==> src/rtl/pong_core.sv <==
// Pong game engine: ball and paddle physics, scoring, serve and game-over control
// on the pixel clock, with registered coordinates for the VGA renderer.
module pong_core #(
  parameter int H_RES       = 640,
  parameter int V_RES       = 480,
  parameter int TICK_DIV    = 312500,
  parameter int PAD_H       = 40,
  parameter int PAD_W       = 10,
  parameter int BALL_R      = 5,
  parameter int WIN_SCORE   = 15,
  parameter int MAX_SPEED   = 4,
  parameter int SERVE_TICKS = 64,
  parameter int AI_REACT    = 260
) (
  input  logic       CLK,
  input  logic       RESET,
  input  logic       PAUSE,
  input  logic       plat1U,
  input  logic       plat1D,
  input  logic       plat2U,
  input  logic       plat2D,
  input  logic       EnableAI1,
  input  logic       EnableAI2,
  output logic [9:0] ballX,
  output logic [9:0] ballY,
  output logic [9:0] plat1X,
  output logic [9:0] plat2X,
  output logic [9:0] plat1Y,
  output logic [9:0] plat2Y,
  output logic [9:0] plat1H,
  output logic [9:0] plat2H,
  output logic [4:0] Score_1,
  output logic [4:0] Score_2,
  output logic       WIN1,
  output logic       WIN2,
  output logic [1:0] game_state
);

  localparam int W     = 12;
  localparam int DIV_W = $clog2(TICK_DIV);
  localparam int CNT_W = $clog2(SERVE_TICKS) + 1;

  typedef logic signed [W-1:0] sw_t;
  typedef enum logic [1:0] {KICKOFF = 2'd0, PLAY = 2'd1, SERVE = 2'd2, OVER = 2'd3} state_t;

  localparam sw_t ZERO    = sw_t'(0);
  localparam sw_t ONE     = sw_t'(1);
  localparam sw_t AI_EDGE = sw_t'(5);
  localparam sw_t R       = sw_t'(BALL_R);
  localparam sw_t PH      = sw_t'(PAD_H);
  localparam sw_t PW      = sw_t'(PAD_W);
  localparam sw_t HRES    = sw_t'(H_RES);
  localparam sw_t P1X     = sw_t'(H_RES - 20);
  localparam sw_t P2X     = sw_t'(10);
  localparam sw_t PMAX    = sw_t'(V_RES - 1 - PAD_H);
  localparam sw_t CX      = sw_t'(H_RES / 2);
  localparam sw_t CY      = sw_t'(V_RES / 2);
  localparam sw_t PY0     = sw_t'((V_RES - PAD_H) / 2);
  localparam sw_t YBOT    = sw_t'(V_RES - 1 - BALL_R);
  localparam sw_t XMAX    = sw_t'(H_RES - 1);
  localparam sw_t YMAX    = sw_t'(V_RES - 1);
  localparam sw_t HALF_PH = sw_t'(PAD_H / 2);
  localparam sw_t SRV1_X  = sw_t'(H_RES - 20 - BALL_R - 1);
  localparam sw_t SRV2_X  = sw_t'(10 + PAD_W + BALL_R + 1);
  localparam sw_t MAXSP   = sw_t'(MAX_SPEED);
  localparam sw_t REACT   = sw_t'(AI_REACT);
  localparam logic [4:0]       WIN_M1   = 5'(WIN_SCORE - 1);
  localparam logic [DIV_W-1:0] DIV_LAST = DIV_W'(TICK_DIV - 1);
  localparam logic [CNT_W-1:0] SRV_LAST = CNT_W'(SERVE_TICKS - 1);

  function automatic logic [9:0] clamp10(input sw_t v, input sw_t hi);
    sw_t c;
    c = v;
    if (v < ZERO) c = ZERO;
    else if (v > hi) c = hi;
    return 10'(c);
  endfunction

  function automatic sw_t speed_up(input sw_t s);
    return (s < MAXSP) ? s + ONE : MAXSP;
  endfunction

  function automatic sw_t pad_step(input sw_t p, input logic u, input logic d,
                                   input logic ai_en, input logic ai_act, input sw_t by);
    sw_t n;
    n = p;
    if (ai_en) begin
      if (ai_act) begin
        if (by - R < p + AI_EDGE) begin
          if (p > ONE) n = p - ONE;
        end else if (by + R > p + PH - AI_EDGE) begin
          if (p < PMAX) n = p + ONE;
        end
      end
    end else if (u && !d) begin
      if (p < PMAX) n = p + ONE;
    end else if (d && !u) begin
      if (p > ONE) n = p - ONE;
    end
    return n;
  endfunction

  state_t           state_p0, state_nx;
  logic [DIV_W-1:0] div_p0, div_nx;
  logic [CNT_W-1:0] srv_cnt_p0, srv_cnt_nx;
  sw_t              ball_x_p0, ball_x_nx, ball_y_p0, ball_y_nx;
  sw_t              pad1_y_p0, pad1_nx, pad2_y_p0, pad2_nx;
  sw_t              speed_p0, speed_nx, spd;
  logic [4:0]       score1_p0, score1_nx, score2_p0, score2_nx;
  logic             win1_p0, win1_nx, win2_p0, win2_nx;
  logic             dir_x_p0, dir_x_nx, dir_y_p0, dir_y_nx, dx, dy;
  logic [1:0]       server_p0, server_nx;
  logic             tick, hit1, hit2, ai1_act, ai2_act;

  assign tick = (div_p0 == DIV_LAST);
  assign hit1 = dir_x_p0 && (ball_x_p0 + R >= P1X) && (ball_x_p0 < P1X + PW) &&
                (ball_y_p0 + R >= pad1_y_p0) && (ball_y_p0 - R <= pad1_y_p0 + PH);
  assign hit2 = !dir_x_p0 && (ball_x_p0 - R <= P2X + PW) && (ball_x_p0 > P2X) &&
                (ball_y_p0 + R >= pad2_y_p0) && (ball_y_p0 - R <= pad2_y_p0 + PH);
  assign ai1_act = dir_x_p0 && (P1X - ball_x_p0 <= REACT);
  assign ai2_act = !dir_x_p0 && (ball_x_p0 - (P2X + PW) <= REACT);

  always_comb begin
    state_nx   = state_p0;
    div_nx     = tick ? '0 : div_p0 + DIV_W'(1);
    srv_cnt_nx = srv_cnt_p0;
    ball_x_nx  = ball_x_p0;
    ball_y_nx  = ball_y_p0;
    pad1_nx    = pad1_y_p0;
    pad2_nx    = pad2_y_p0;
    speed_nx   = speed_p0;
    score1_nx  = score1_p0;
    score2_nx  = score2_p0;
    win1_nx    = win1_p0;
    win2_nx    = win2_p0;
    dir_x_nx   = dir_x_p0;
    dir_y_nx   = dir_y_p0;
    server_nx  = server_p0;
    spd        = speed_p0;
    dx         = dir_x_p0;
    dy         = dir_y_p0;
    if (tick) begin
      if (state_p0 != OVER) begin
        pad1_nx = pad_step(pad1_y_p0, plat1U, plat1D, EnableAI1, ai1_act, ball_y_p0);
        pad2_nx = pad_step(pad2_y_p0, plat2U, plat2D, EnableAI2, ai2_act, ball_y_p0);
      end
      unique case (state_p0)
        KICKOFF: begin
          ball_x_nx = CX;
          ball_y_nx = CY;
          if (srv_cnt_p0 == SRV_LAST) begin
            state_nx   = PLAY;
            srv_cnt_nx = '0;
          end else begin
            srv_cnt_nx = srv_cnt_p0 + CNT_W'(1);
          end
        end
        SERVE: begin
          if (server_p0 == 2'd1) begin
            ball_x_nx = SRV1_X;
            ball_y_nx = pad1_y_p0 + HALF_PH;
            dir_x_nx  = 1'b0;
          end else begin
            ball_x_nx = SRV2_X;
            ball_y_nx = pad2_y_p0 + HALF_PH;
            dir_x_nx  = 1'b1;
          end
          if (srv_cnt_p0 == SRV_LAST) begin
            state_nx   = PLAY;
            srv_cnt_nx = '0;
          end else begin
            srv_cnt_nx = srv_cnt_p0 + CNT_W'(1);
          end
        end
        PLAY: begin
          // Hit resolution first so the move uses the bounced direction and new speed.
          if (hit1) begin
            dx  = 1'b0;
            spd = speed_up(speed_p0);
          end else if (hit2) begin
            dx  = 1'b1;
            spd = speed_up(speed_p0);
          end
          if (ball_y_p0 <= R) dy = 1'b1;
          else if (ball_y_p0 >= YBOT) dy = 1'b0;
          dir_x_nx  = dx;
          dir_y_nx  = dy;
          speed_nx  = spd;
          ball_x_nx = dx ? ball_x_p0 + spd : ball_x_p0 - spd;
          ball_y_nx = dy ? ball_y_p0 + ONE : ball_y_p0 - ONE;
          if (!dx && ball_x_p0 <= spd) begin
            score1_nx  = score1_p0 + 5'd1;
            speed_nx   = ONE;
            dir_x_nx   = 1'b0;
            dir_y_nx   = 1'b1;
            server_nx  = 2'd1;
            srv_cnt_nx = '0;
            if (score1_p0 == WIN_M1) begin
              state_nx  = OVER;
              win1_nx   = 1'b1;
              ball_x_nx = CX;
              ball_y_nx = CY;
            end else begin
              state_nx  = SERVE;
              ball_x_nx = SRV1_X;
              ball_y_nx = pad1_y_p0 + HALF_PH;
            end
          end else if (dx && ball_x_p0 + spd >= HRES) begin
            score2_nx  = score2_p0 + 5'd1;
            speed_nx   = ONE;
            dir_x_nx   = 1'b1;
            dir_y_nx   = 1'b0;
            server_nx  = 2'd2;
            srv_cnt_nx = '0;
            if (score2_p0 == WIN_M1) begin
              state_nx  = OVER;
              win2_nx   = 1'b1;
              ball_x_nx = CX;
              ball_y_nx = CY;
            end else begin
              state_nx  = SERVE;
              ball_x_nx = SRV2_X;
              ball_y_nx = pad2_y_p0 + HALF_PH;
            end
          end
        end
        OVER: ;
        default: ;
      endcase
    end
  end

  // Stage p0: game state, advanced only when not paused.
  always_ff @(posedge CLK) begin
    if (!RESET) begin
      state_p0   <= KICKOFF;
      div_p0     <= '0;
      srv_cnt_p0 <= '0;
      ball_x_p0  <= CX;
      ball_y_p0  <= CY;
      pad1_y_p0  <= PY0;
      pad2_y_p0  <= PY0;
      speed_p0   <= ONE;
      score1_p0  <= '0;
      score2_p0  <= '0;
      win1_p0    <= 1'b0;
      win2_p0    <= 1'b0;
      dir_x_p0   <= 1'b1;
      dir_y_p0   <= 1'b1;
      server_p0  <= 2'd0;
    end else if (!PAUSE) begin
      state_p0   <= state_nx;
      div_p0     <= div_nx;
      srv_cnt_p0 <= srv_cnt_nx;
      ball_x_p0  <= ball_x_nx;
      ball_y_p0  <= ball_y_nx;
      pad1_y_p0  <= pad1_nx;
      pad2_y_p0  <= pad2_nx;
      speed_p0   <= speed_nx;
      score1_p0  <= score1_nx;
      score2_p0  <= score2_nx;
      win1_p0    <= win1_nx;
      win2_p0    <= win2_nx;
      dir_x_p0   <= dir_x_nx;
      dir_y_p0   <= dir_y_nx;
      server_p0  <= server_nx;
    end
  end

  // Stage p1: clamped, truncated coordinates for the renderer.
  always_ff @(posedge CLK) begin
    ballX      <= clamp10(ball_x_p0, XMAX);
    ballY      <= clamp10(ball_y_p0, YMAX);
    plat1Y     <= clamp10(pad1_y_p0, YMAX);
    plat2Y     <= clamp10(pad2_y_p0, YMAX);
    Score_1    <= score1_p0;
    Score_2    <= score2_p0;
    WIN1       <= win1_p0;
    WIN2       <= win2_p0;
    game_state <= state_p0;
  end

  assign plat1X = 10'(H_RES - 20);
  assign plat2X = 10'(10);
  assign plat1H = 10'(PAD_H);
  assign plat2H = 10'(PAD_H);

endmodule

==> config.mk <==
export PLATFORM = sky130hd
export DESIGN_NAME = pong_core
export DESIGN_NICKNAME = d
export VERILOG_FILES = /design/src/rtl/pong_core.sv
export SDC_FILE = /design/constraint.sdc
export NUM_CORES = 1
export LEC_CHECK = 0
export CORE_MARGIN = 5
export CORE_UTILIZATION = 28
export CTS_CLUSTER_SIZE = 24
export DETAILED_ROUTE_END_ITERATION = 7
export GPL_ROUTABILITY_DRIVEN = 0
export PLACE_DENSITY_LB_ADDON = 0.1
export SLEW_MARGIN = 40
export SYNTH_ARGS = -nofsm -noshare
export SYNTH_HDL_FRONTEND = slang
export SYNTH_SLANG_ARGS = --single-unit
==> constraint.sdc <==
create_clock -name CLK -period 15.45 [get_ports CLK]
set_clock_uncertainty 0.2 [all_clocks]
set_input_delay 1.545 -clock CLK [delete_from_list [all_inputs] [get_ports CLK]]
set_output_delay 1.545 -clock CLK [all_outputs]
set_load 0.03 [all_outputs]
# Word level (Yosys, flattened, before mapping)
# Index checks and enable logic that the tools add are counted.
classes:
  add_sub_neg: 27
  magnitude_cmp: 31
  eq_ne: 14
  n_mux: 68
  bitwise: 2
  reduce_logical: 46
ops:
  columns: ["operator", "count"]
  rows:
  - ["two-way mux 12 bit", 32]
  - ["one-hot mux 12 bit (3 select lines)", 2]
  - ["adder 12 x 2 -> 12 bit, second input constant", 4]
  - ["adder 12 x 4 -> 12 bit, second input constant", 4]
  - ["< comparator 12 x 1 -> 1 bit, second input constant", 4]
  - ["subtractor 12 x 4 -> 12 bit, second input constant", 4]
  - ["greater-than comparator 12 x 10 -> 1 bit, second input constant", 3]
  - ["<= comparator 12 bit", 3]
  - ["two-way mux 9 bit", 4]
  - ["subtractor 12 x 2 -> 12 bit, second input constant", 3]
  - ["two-way mux 10 bit", 3]
  - ["adder 12 x 6 -> 12 bit, second input constant", 2]
  - ["adder 12 x 7 -> 12 bit, second input constant", 2]
  - [">= comparator 12 x 11 -> 1 bit, second input constant", 2]
  - [">= comparator 12 bit", 2]
  - ["greater-than comparator 12 bit", 2]
  - ["greater-than comparator 12 x 2 -> 1 bit, second input constant", 2]
  - ["<= comparator 12 x 10 -> 1 bit, second input constant", 2]
  - ["< comparator 12 x 10 -> 1 bit, second input constant", 2]
  - ["< comparator 12 bit", 2]
  - ["two-way mux 7 bit", 3]
  - ["adder 19 x 1 -> 19 bit, second input constant", 1]
  - ["equality test 19 bit, second input constant", 1]
  - ["two-way mux 19 bit", 1]
  - ["37 further kinds", 98]
totals:
  ff_bits: 158
  out_inout_bits: 94
  wordCells: 216

# Depth between registers and ports, before layout
depth:
  word_depth: 16
  depth_mapped: 30

# Worst setup path before layout
# Ideal clock, no wire load.
synth_path:
  kind: "register -> register"
  startpoint: "register ball_y_p0[3]"
  endpoint: "register score2_p0[4]"
  setup_time_ps: 59
  arrival_ps: 6141
  t_required_ps: 15191
  setup_slack_ps: 9050
  stages_incl_launch_ff: 28
  synth_period_minus_slack_ps: 6400
  path_cell_list: "dfxtp_1 > clkbuf_1 > nand2_1 > nor2_1 > nand2_1 > xnor2_1 > ha_1 > a211o_1 > a211oi_1 > a21oi_1 > nor4b_1 > nor3_1 > a31oi_1 > buf_2 > mux2i_1 > inv_1 > ha_1 > a211oi_1 > o21a_1 > o41a_1 > nor4b_1 > a211oi_1 > a21oi_1 > and2_1 > buf_6 > nand2_2 > or4_1 > nand2_1"
synth_via:
  elab_chain_cells: 12
  word_cells_on_any_way: 26
  classes_between: "add/sub (3); order compare (6); mux (8); bitwise (1); reduce/logical (8)"
synth_lines:
  columns: ["item", "line", "rtl"]
  rows:
  - ["start: declaration", "106", "sw_t ball_x_p0, ball_x_nx, ball_y_p0, ball_y_nx;"]
  - ["start signal: assignment", "256", "ball_y_p0 <= ball_y_nx;"]
  - ["adder 12 x 4 -> 12 bit", "117, 119", null]
  - [">= comparator 12 bit", "119", "(ball_y_p0 + R >= pad2_y_p0) && (ball_y_p0 - R <= pad2_y_p0 + PH);"]
  - ["logical AND 1 bit", "118", "assign hit2 = !dir_x_p0 && (ball_x_p0 - R <= P2X + PW) && (ball_x_p0 > P2X) &&"]
  - ["logical AND 1 bit", "119", null]
  - ["two-way mux 12 bit or two-way mux 1 bit (tied branches)", "180", "end else if (hit2) begin"]
  - ["two-way mux 12 bit or two-way mux 1 bit (tied branches)", "177", "if (hit1) begin"]
  - ["two-way mux 12 bit or two-way mux 1 bit (tied branches)", "147", "unique case (state_p0)"]
  - ["two-way mux 12 bit or two-way mux 1 bit (tied branches)", "142", "if (tick) begin"]
  - ["adder 12 bit, or another cell as far along", "208", "end else if (dx && ball_x_p0 + spd >= HRES) begin"]
  - [">= comparator 12 x 11 -> 1 bit or logical AND 1 bit (tied branches)", "208, 191", null]
  - ["logical AND 1 bit or NOT 1 bit (tied branches)", null, null]
  - ["AND reduction 5 bit (no source line) (*)", null, null]
  - ["end signal: assignment", "261", "score2_p0 <= score2_nx;"]
  - ["end: declaration", "109", "logic [4:0] score1_p0, score1_nx, score2_p0, score2_nx;"]
# Every way passes the cells marked *; elsewhere a longest branch is shown, timed or not. The select of a mux whose other input is x is not followed.
# A chain may end at the register's enable or synchronous reset.

# Final worst setup path
layout_path:
  startpoint: "register ball_y_p0[3]"
  endpoint: "register speed_p0[10]"
layout_via:
  elab_chain_cells: 13
  word_cells_on_any_way: 26
  classes_between: "add/sub (3); order compare (6); mux (10); reduce/logical (7)"
layout_lines:
  columns: ["item", "line", "rtl"]
  rows:
  - ["adder 12 x 4 -> 12 bit", "117, 119", null]
  - [">= comparator 12 bit", "119", null]
  - ["logical AND 1 bit", "118", null]
  - ["logical AND 1 bit", "119", null]
  - ["two-way mux 12 bit", "180", null]
  - ["two-way mux 12 bit", "177", null]
  - ["two-way mux 12 bit", "147", null]
  - ["two-way mux 12 bit", "142", null]
  - ["adder 12 bit", "208", null]
  - [">= comparator 12 x 11 -> 1 bit", "208", null]
  - ["logical AND 1 bit", "208", null]
  - ["two-way mux 12 bit", "208", null]
  - ["two-way mux 12 bit (*)", "191", "if (!dx && ball_x_p0 <= spd) begin"]
  - ["end signal: assignment", "259", "speed_p0 <= speed_nx;"]
  - ["end: declaration", "108", "sw_t speed_p0, speed_nx, spd;"]
# Marks and branches as above.

==> report_table.html <==
<table>
<tr><th>Metric</th><th>Value</th></tr>
<tr><th colspan="2">STA</th></tr>
<tr><td>Final hold viol count</td><td>0</td></tr>
<tr><td>Final worst hold slack</td><td>0.171 ns</td></tr>
<tr><td>Worst slew margin</td><td>0.440</td></tr>
<tr><td>Final worst-path cycle share</td><td>0.572</td></tr>
<tr><td>Setup repair after global routing missed its margin</td><td>no</td></tr>
<tr><td>Final Setup Violations</td><td>0</td></tr>
<tr><td>Pins over their slew limit</td><td>0</td></tr>
<tr><td>Achievable frequency</td><td>0.113 GHz</td></tr>
<tr><td>Final critical path time including I/O delays and setup</td><td>8.84 ns</td></tr>
<tr><td>Worst-Margin Slew</td><td>0.833 ns</td></tr>
<tr><td>Post-Route Setup TNS</td><td>0 ns</td></tr>
<tr><td>Worst setup slack after layout</td><td>6.61 ns</td></tr>
<tr><th colspan="2">Synth</th></tr>
<tr><td>Count of mapped cells out of synthesis</td><td>1841</td></tr>
<tr><td>Share of synthesized cell area in and, or, nand and nor gates</td><td>0.237</td></tr>
<tr><td>Async set-reset flop share out of synthesis</td><td>0</td></tr>
<tr><td>Count of flip-flops with a built-in enable after synthesis</td><td>0</td></tr>
<tr><td>Multiplexer share of the synthesized area</td><td>0.0131</td></tr>
<tr><td>Post-Synthesis Cell Area</td><td>14100 um2</td></tr>
<tr><td>Compound-gate portion of the synthesized area</td><td>0.208</td></tr>
<tr><td>Sequential share of the synthesized area</td><td>0.224</td></tr>
<tr><td>Synth area leaders</td><td>dfxtp_1 22%, ha_1 15%, xnor2_1 6.9%</td></tr>
<tr><td>Xor/xnor cell area share of the yosys netlist</td><td>0.0894</td></tr>
<tr><td>Area share of the largest cell type after synthesis</td><td>0.224</td></tr>
<tr><td>Count of cell types in the netlist</td><td>92</td></tr>
<tr><td>Primary flip-flop cell chosen by synthesis mapping</td><td>dfxtp_1</td></tr>
<tr><td>Library cell occupying the most area in the post-synthesis netlist</td><td>dfxtp_1</td></tr>
<tr><td>Mean Syn Cell Area</td><td>7.66 um2</td></tr>
<tr><td>Post-synthesis share of cell area spent on full adders, half adders and majority gates</td><td>0.155</td></tr>
<tr><td>Count of synthesis-stage warnings from yosys</td><td>0</td></tr>
<tr><td>FF+latch count, synth</td><td>roughly 160</td></tr>
<tr><td>Largest family of logic cells by synthesized area</td><td>simple AND/OR/NAND/NOR gates</td></tr>
<tr><th colspan="2">Min path</th></tr>
<tr><td>Type of the worst min-delay path</td><td>reg -&gt; reg</td></tr>
<tr><th colspan="2">Floorplan</th></tr>
<tr><td>Die H</td><td>234 um</td></tr>
<tr><td>Num ports</td><td>just over 100</td></tr>
<tr><td>Effective utilization at floorplan</td><td>0.282</td></tr>
<tr><td>Die X-Extent</td><td>between 200 and 250 um</td></tr>
<tr><td>Area of the die</td><td>54900 um2</td></tr>
<tr><td>Count of standard-cell rows</td><td>82</td></tr>
<tr><td>Std-Cell Core Area</td><td>50000 um2</td></tr>
<tr><th colspan="2">CTS</th></tr>
<tr><td>Hold-fix buffers at CTS</td><td>0</td></tr>
<tr><td>Resize count post-CTS</td><td>0</td></tr>
<tr><td>Clock Sinks</td><td>158</td></tr>
<tr><td>Clock buffer count from CTS</td><td>17</td></tr>
<tr><td>Clock tree from TritonCTS</td><td>done</td></tr>
<tr><td>Count of H-tree levels built during CTS</td><td>4</td></tr>
<tr><td>Latest clock arrival within the worst-skew pair</td><td>0.49 ns</td></tr>
<tr><td>Clock tree buffer depth</td><td>2</td></tr>
<tr><td>Clock Tree Root</td><td>clkbuf_16</td></tr>
<tr><td>Worst-path clk slew</td><td>roughly 0.080 ns</td></tr>
<tr><td>Number of setup buffers added after CTS</td><td>0</td></tr>
<tr><th colspan="2">Power</th></tr>
<tr><td>Leak Pwr</td><td>6.17 nW</td></tr>
<tr><td>PwrDens</td><td>55.5 nW/um2</td></tr>
<tr><td>Maximum vdd drop</td><td>approximately 0.000084 V</td></tr>
<tr><th colspan="2">Drt</th></tr>
<tr><td>First-pass DRT Iterations</td><td>5</td></tr>
<tr><td>Vias</td><td>13400</td></tr>
<tr><td>Number of vias per cell after detailed routing</td><td>between 5 and 6</td></tr>
<tr><td>Number of routed nets with antenna violations</td><td>0</td></tr>
<tr><td>WL/cell</td><td>approximately 20 um</td></tr>
<tr><td>Detailed Route WL</td><td>roughly 52 mm</td></tr>
<tr><td># DRC</td><td>0</td></tr>
<tr><td>Iteration-0 DRC count of the detailed router</td><td>1125</td></tr>
<tr><th colspan="2">Place</th></tr>
<tr><td># port buffers</td><td>between 60 and 70</td></tr>
<tr><td>Post-DP HPWL</td><td>39.2 mm</td></tr>
<tr><td>Post-placement setup slack</td><td>6.72 ns</td></tr>
<tr><th colspan="2">Run status</th></tr>
<tr><td>Outcome</td><td>finished, final reports clean</td></tr>
<tr><th colspan="2">Setup path</th></tr>
<tr><td>Crit start category</td><td>register</td></tr>
<tr><td>Kind of end point of the critical path</td><td>register</td></tr>
<tr><td>Kind of critical path</td><td>reg -&gt; reg</td></tr>
<tr><td>Data required time of the critical path</td><td>15.63 ns</td></tr>
<tr><td>Maximum fanout encountered on the critical timing path</td><td>20</td></tr>
<tr><td>Arrival @ worst endpoint</td><td>9.02 ns</td></tr>
<tr><th colspan="2">Global route</th></tr>
<tr><td>Largest net degree at the start of global routing</td><td>42</td></tr>
<tr><td>Total GRT Usage</td><td>0.187</td></tr>
<tr><td>Number of antenna violations at the first check in global routing</td><td>0</td></tr>
<tr><td>Via count of the first global-routing pass</td><td>roughly 13000</td></tr>
<tr><td>Remaining global-route overflow</td><td>0</td></tr>
<tr><td>First-pass GRT wire length</td><td>78.4 mm</td></tr>
<tr><th colspan="2">Flow run</th></tr>
<tr><td>Max capacitance violation total</td><td>0</td></tr>
<tr><th colspan="2">Layout</th></tr>
<tr><td>Layout cell share with drive strength beyond 1</td><td>0.0514</td></tr>
<tr><td>Count of nets after finishing</td><td>between 2000 and 2500</td></tr>
<tr><td>Antenna Cells</td><td>0</td></tr>
<tr><td>Layout-stage area growth over the synthesis result</td><td>12.2%</td></tr>
</table>
==> metal layers <==
metal  vias up  wire, um  GRT usage  part of all wire
met4         0      1190     0.0620             0.023
met5         -         0          0                 0
met1      6387     25200      0.267              0.49
met3        64      2770     0.0293             0.054
li1       6528         -          -                 -
met2       380     22600      0.288              0.44
==> worst max-delay path: stages, from the launching register on <==
cell,delay [ns]
dfxtp_1,0.45
or4_1,0.61
nor3_1,0.37
nand2_1,0.12
xnor2_1,0.61
ha_1,0.37
a21o_1,0.17
a221o_1,0.31
nor4_1,0.58
o31ai_1,0.26
nor3_1,0.18
a31oi_1,0.07
buf_4,0.24
nand2b_1,0.25
o21ai_1,0.27
ha_1,0.25
inv_1,0.07
fa_1,0.39
nand2b_1,0.21
a21oi_1,0.19
nor4_1,0.10
o41a_1,0.41
xor2_1,0.14
a21oi_1,0.13
nand2_1,0.63
nand4_1,0.75
o21ai_0,0.40
==> path summary, 6_finish.rpt <==
check        slack, ns  cells past startpoint    startpoint            to
max reg2reg       6.61                     26  ball_y_p0[3]  speed_p0[10]
min               0.17                      0       win1_p0          WIN1
max               6.61                     26  ball_y_p0[3]  speed_p0[10]
min reg2reg       0.17                      0       win1_p0          WIN1
==> kinds of logic after synthesis <==
group	after synthesis
other cells	2
buf+inv	214
compound gates	461
flops	158
simple gates	671
mux	18
xor+xnor	144
fa+ha+maj	173
==> flip-flops by register name, summed over array words and instances, names as in the netlist, 2 cells and up <==
signal,flops
Score_1,5
Score_2,5
ballX,10
ballY,10
ball_x_p0,12
ball_y_p0,12
div_p0,19
game_state,2
pad1_y_p0,12
pad2_y_p0,12
plat1Y,10
plat2Y,10
score1_p0,5
score2_p0,5
server_p0,2
speed_p0,12
srv_cnt_p0,7
state_p0,2
==> placed cells by master (no fill, tap or decap), types with 7 or more instances in the layout <==
master           netlist  final
nor2_1               180    179
ha_1                 170    169
dfxtp_1              158    158
nand2_1              151    151
o21ai_0              119    119
xnor2_1              111    109
a21oi_1              109    109
inv_1                 80     80
nand3_1               65     65
clkdlybuf4s50_1        0     61
nor3_1                58     58
conb_1                 2     43
xor2_1                33     33
nand4_1               29     29
nor2b_1               28     28
and3_1                24     24
or3_1                 23     23
nand2b_1              22     22
o21ai_1               23     22
a211oi_1              21     21
buf_4                 43     21
o21a_1                20     20
a31oi_1               20     19
o211ai_1              17     17
a21o_1                17     17
clkbuf_16              0     17
nor4_1                16     16
mux2i_1               14     14
and2_1                15     14
o31ai_1               13     12
o21bai_1              11     11
o31a_1                10     10
o221ai_1               9      9
o22ai_1                8      8
or2_2                  8      8
nor4b_1                9      8
nand4b_1               7      7
==> where the power goes <==
part           switching (W)  internal [W]   total, W
sequential       0.000000580      0.000408   0.000408
combinational      0.0000272    0.00000675  0.0000339
clock               0.000219      0.000216   0.000435
total               0.000247      0.000631   0.000878
==> layout make-up <==
| cell class | count | area, um2 |
|---|---|---|
| repair buffers | 83 | 773 |
| multi-input cells | 1510 | 10100 |
| clock buffers | 17 | 425 |
| fillers | 5400 | 34100 |
| clock inverters | 15 | 170 |
| inverters | 86 | 323 |
| flip-flops and latches | 158 | 3160 |
| well taps | 672 | 841 |
==> cell usage after synthesis (22+ instances only) <==
library cell,number
clkbuf_1,65
nor2b_1,28
buf_4,43
a21oi_1,109
or3_1,23
nor2_1,180
xnor2_1,111
o21ai_1,23
xor2_1,33
inv_1,80
nand3_1,65
nand4_1,29
nand2_1,151
ha_1,170
dfxtp_1,158
nor3_1,58
nand2b_1,22
and3_1,24
o21ai_0,119
==> through the flow <==
step           utilization  instance area (um2)  instances  power, W
2_1_floorplan            -                14300       1882  0.000450
3_3_place_gp         0.304                15200       2509  0.000451
3_5_place_dp         0.304                15200       2509  0.000452
4_1_cts              0.316                15800       2541  0.000896
5_1_grt              0.317                15800       2541  0.000912
6_report             0.317                15800       2541  0.000878
(Power assumes the default switching activity.)
